===== src/rtl/interval_meter.sv =====
// interval_meter: counts qualified ticks between start and stop pulses and
// holds the result until the consumer acknowledges it.
module interval_meter #(
   parameter int WIDTH = 9
) (
   input  logic             clock,
   input  logic             reset,
   input  logic             count_en,
   input  logic             start,
   input  logic             stop,
   input  logic             ack,
   output logic [WIDTH-1:0] value,
   output logic             valid,
   output logic             busy,
   output logic             overflow
);
   typedef enum logic [1:0] {IDLE = 2'd0, MEASURE = 2'd1, HOLD = 2'd2} state_t;
   localparam logic [WIDTH-1:0] MAX = '1;
   state_t           r_state, w_next;
   logic [WIDTH-1:0] r_cnt, r_value, w_tick;
   logic             r_ovf, w_at_max, w_restart;
   assign w_at_max  = r_cnt == MAX;
   // counter including this cycle's tick, saturating at all-ones
   assign w_tick    = (count_en && !w_at_max) ? r_cnt + WIDTH'(1) : r_cnt;
   assign w_restart = start && (r_state != HOLD || ack);
   always_comb begin
      w_next = IDLE;
      case (r_state)
         IDLE:    w_next = start ? MEASURE : IDLE;
         MEASURE: w_next = (stop && !start) ? HOLD : MEASURE;
         HOLD:    w_next = !ack ? HOLD : (start ? MEASURE : IDLE);
         default: w_next = IDLE;
      endcase
   end
   always_ff @(posedge clock) begin
      if (reset) begin
         r_state <= IDLE;
         r_cnt   <= '0;
         r_value <= '0;
         r_ovf   <= 1'b0;
      end else begin
         r_state <= w_next;
         if (w_restart) begin
            r_cnt <= '0;
            r_ovf <= 1'b0;
         end else if (r_state == MEASURE) begin
            r_cnt <= w_tick;
            if (count_en && w_at_max) r_ovf <= 1'b1;
            if (stop) r_value <= w_tick;
         end
      end
   end
   assign value    = r_value;
   assign overflow = r_ovf;
   assign valid    = r_state == HOLD;
   assign busy     = r_state == MEASURE;
endmodule


===== config.mk =====
export PLATFORM = sky130hd
export DESIGN_NAME = interval_meter
export DESIGN_NICKNAME = d
export VERILOG_FILES = /design/src/rtl/interval_meter.sv
export SDC_FILE = /design/constraint.sdc
export NUM_CORES = 1
export LEC_CHECK = 0
export ABC_AREA = 0
export BUFFER_PORTS_ARGS = -buffer_cell sky130_fd_sc_hd__buf_2
export CAP_MARGIN = 0
export CELL_PAD_IN_SITES_DETAIL_PLACEMENT = 1
export CELL_PAD_IN_SITES_GLOBAL_PLACEMENT = 2
export CORE_AREA = 2 2 60 62
export DETAILED_ROUTE_END_ITERATION = 7
export DIE_AREA = 0 0 62 64
export HOLD_SLACK_MARGIN = 0.15
export PLACE_DENSITY = 0.72
export SETUP_SLACK_MARGIN = 0.2
export SKIP_CTS_REPAIR_TIMING = 1
export SYNTH_ARGS = -nofsm -noshare
export SYNTH_HDL_FRONTEND = slang
export SYNTH_SLANG_ARGS = --single-unit
export TNS_END_PERCENT = 20

===== constraint.sdc =====
create_clock -name clock -period 2.2 [get_ports clock]
set_input_delay 0.33 -clock clock [delete_from_list [all_inputs] [get_ports clock]]
set_output_delay 0.33 -clock clock [all_outputs]
set_load 0.01 [all_outputs]

==> metrics.yaml <==
grt:
  overflow: 0
  grt_pass1_wl_mm: 4.42
  grt_max_degree: 20
  antenna_found_initial: 0
  grt_pass1_vias: 899
  grtUsageTotal_pct: 14.8
finish:
  final_common_cell: "dfxtp_1"
  fin_nets: 145
  drive_gt1_share_pct: 25.7
  regArea_um2: 422
  final_cell_mix: "20 x dfxtp_1, 17 x buf_2, 10 x nor2_1, 9 x o21ai_0"
  nFillCells: 408
  n_antenna_cell: 0
  multiInputGateArea_um2: 612
  final_util_pct: 38.4
  syn2layout_area_growth_pct: 22.1
run_status:
  status: "finished, final reports clean"
power_and_ir_drop:
  vdd_ir_drop_max_mv: 0.166
  p_comb_share_pct: 10.3
  pwr-share-clk_pct: 29.6
  seq_power_share_pct: 60.1
  p_per_area_nw_per_um2: 522
  p_int_w: 0.000484
  p_sw_w: 0.000174
  switching_share_pct: 26.4
  leakage_nw: 0.501
drt:
  first_pass_iters: 4
  routed.top_layer: "met4"
  drt-initial-drc-count: 14
  wl_per_cell_um: 14.1
  route.met2.wl_mm: 1.20
  ant_nets: 0
  viasPerCell: 5.15
  dr_wl_met3_um: 68
  route.detailed.drc: 0
  finalWirelength_mm: 2.57
  vias: 938
  wl_met1_mm: 1.28
critical_path:
  critPathKind: "flop to flop"
  ff2ff_path_depth: 8
  r2r-end: "r_cnt[1]"
  cp.required_ps: 2390
  crit_fanout: 7
  critPathLaunchType: "flop"
  critical_path_arrival_ps: 2100
  slowest_stage: "dfxtp_2"
  r2r_slack_ps: 290
  crit_top_cell: "ha_2"
  r2r-start: "r_cnt[1]"
  cp-end-kind: "flop"
  worstPathCellList: "ha_2 > nand3_2 > nor3_2 > ha_2 > nand4bb_4 > buf_4 > mux2i_1 > nor2_1"
  critPathMaxStageDelay_ps: 400
logic_synthesis:
  synth_warnings: 0
  yosysSeqAreaShare_pct: 40.7
  dominantRegCellSynth: "dfxtp_1"
  synth_top_family_by_area: "simple AND/OR/NAND/NOR gates"
  synth_xor_area_share_pct: 2.55
  yosys.area_share.simple_pct: 22.9
  syn_nets: 124
  syn_inst: 116
  ys_ff_latch: 21
  async_flop_share_pct: 0
  synth_edf_count: 0
  syn_area_um2: 1030
  synth_compound_area_share_pct: 21.3
  avgSynthCellArea_um2: 8.90
  synthAdderAreaFrac_pct: 2.42
  synth_cell_type_count: 33
  synth.area.mux_share_pct: 5.82
job:
  maxCapViolCount: 0
worst_hold_path:
  hp-class: "input port to flop"
  min-delay-start: "stop"
  hold_depth: 3
  min_to: "r_state[0]"
clock_tree:
  cts_made_buffers: 3
  path_clk_slew_ps: 130
  cts_tree: "yes"
  cts.root.buffer_cell: "clkbuf_4"
  h-tree-depth: 1
  clk_latency_ps: 310
  cts_buffer_depth: 2
  clock_sinks: 21
floorplanning:
  io_pins: 18
  die_x_um: 62
  dieArea_um2: 3970
  start_util_pct: 31.4
  die_h_um: 64
  rows: 21
  core_area_um2: 3280
place:
  dp_hpwl_mm: 1.90
  portBuffers: 17
  gp_congestion: 0.777
sta:
  relSlewSlack_pct: 57.7
  setup_viol: 0
  slew_violations: 0
  min_period_ps: 1910
  tns_ps: 0
  achievable-frequency_mhz: 524
  worstMarginPinSlew_ps: 631
  rsz0062_at_grt: "false"
  finClkSkew_ps: 3.65
  fin_crit_sh_pct: 86.8
  hold_viol: 0
## registers in the layout, summed over array words and instances (netlist names)
signal,flops
r_state,2
value,9
overflow,1
r_cnt,9
## synth_stat cells, types with 2 or more instances
| library cell | n | area [µm²] |
|---|---|---|
| or4_1 | 5 | 37.5 |
| dfxtp_1 | 21 | 420 |
| o211ai_1 | 2 | 15.0 |
| a31oi_1 | 6 | 37.5 |
| mux2i_1 | 6 | 60.1 |
| inv_1 | 5 | 18.8 |
| nor4_1 | 2 | 12.5 |
| a211o_1 | 2 | 17.5 |
| nand2_1 | 3 | 11.3 |
| ha_1 | 2 | 25.0 |
| a211oi_1 | 4 | 30.0 |
| o21ai_0 | 9 | 45.0 |
| xnor2_1 | 2 | 17.5 |
| or3_1 | 4 | 25.0 |
| o31ai_1 | 5 | 37.5 |
| a21oi_1 | 5 | 25.0 |
| buf_2 | 2 | 10.0 |
| clkbuf_1 | 4 | 15.0 |
| nand2b_1 | 4 | 25.0 |
| nor2_1 | 10 | 37.5 |
## logic make-up (layout without fill, tap and decap cells)
logic type	after synthesis	after routing
flip-flops	21	21
AND/OR/NAND/NOR	38	38
AO/OA/AOI/OAI	35	35
adder cells (fa/ha/maj)	2	2
XOR/XNOR	3	3
buffers and inverters	11	31
multiplexers	6	6
## worst max path at each step
stage,from,endpoint,slack (ps),cells after the start
5_1_grt,r_cnt[1],r_cnt[1],160,8
4_1_cts,r_cnt[1],r_cnt[1],120,8
3_5_place_dp,r_cnt[1],r_cnt[1],170,8
3_3_place_gp,r_cnt[1],value[7],250,7
6_report,r_cnt[1],r_cnt[1],290,8
2_1_floorplan,r_cnt[1],value[7],280,7
## final cells by class
class                   count  share of cell area, %
well taps                  46                   4.57
clock buffers               3                   1.79
multi-input cells          84                   48.6
clock inverters             1                  0.397
repair buffers             22                   9.73
inverters                   5                   1.49
flip-flops and latches     21                   33.5
## routing by layer
metal / track usage, % / vias up
met5: 0 / -
li1: - / 473
met3: 3.04 / 4
met1: 22.1 / 448
met4: 3.99 / 0
met2: 21.1 / 13
## worst max-delay path: cells and delay by family, from the launching register on
| kind | cells | cell delay (ps) |
|---|---|---|
| adder cells (fa/ha/maj) | 2 | 460 |
| flip-flops | 1 | 400 |
| AND/OR/NAND/NOR | 4 | 590 |
| buffers and inverters | 1 | 150 |
| multiplexers | 1 | 190 |
## power groups by stage
stage	logic, W	clock network [W]	registers (W)
detailed placement	0.0000656	0	0.000403
finish	0.0000678	0.000195	0.000395
floorplan	0.0000373	0	0.000406
global route	0.0000763	0.000222	0.000397
CTS	0.0000660	0.000201	0.000395
global placement	0.0000641	0	0.000403
## through the flow
stage               instance area [µm²]  setup WS (ps)  hold slack [ps]  power, W  cells
detailed placement                 1190            169              461  0.000469    177
finish                             1260            291              288  0.000658    182
global placement                   1190            246              463  0.000467    177
floorplan                          1030            281              485  0.000443    116
global route                       1260            162              301  0.000695    182
CTS                                1210            123              283  0.000662    181
Power figures use the tool's default switching activity.
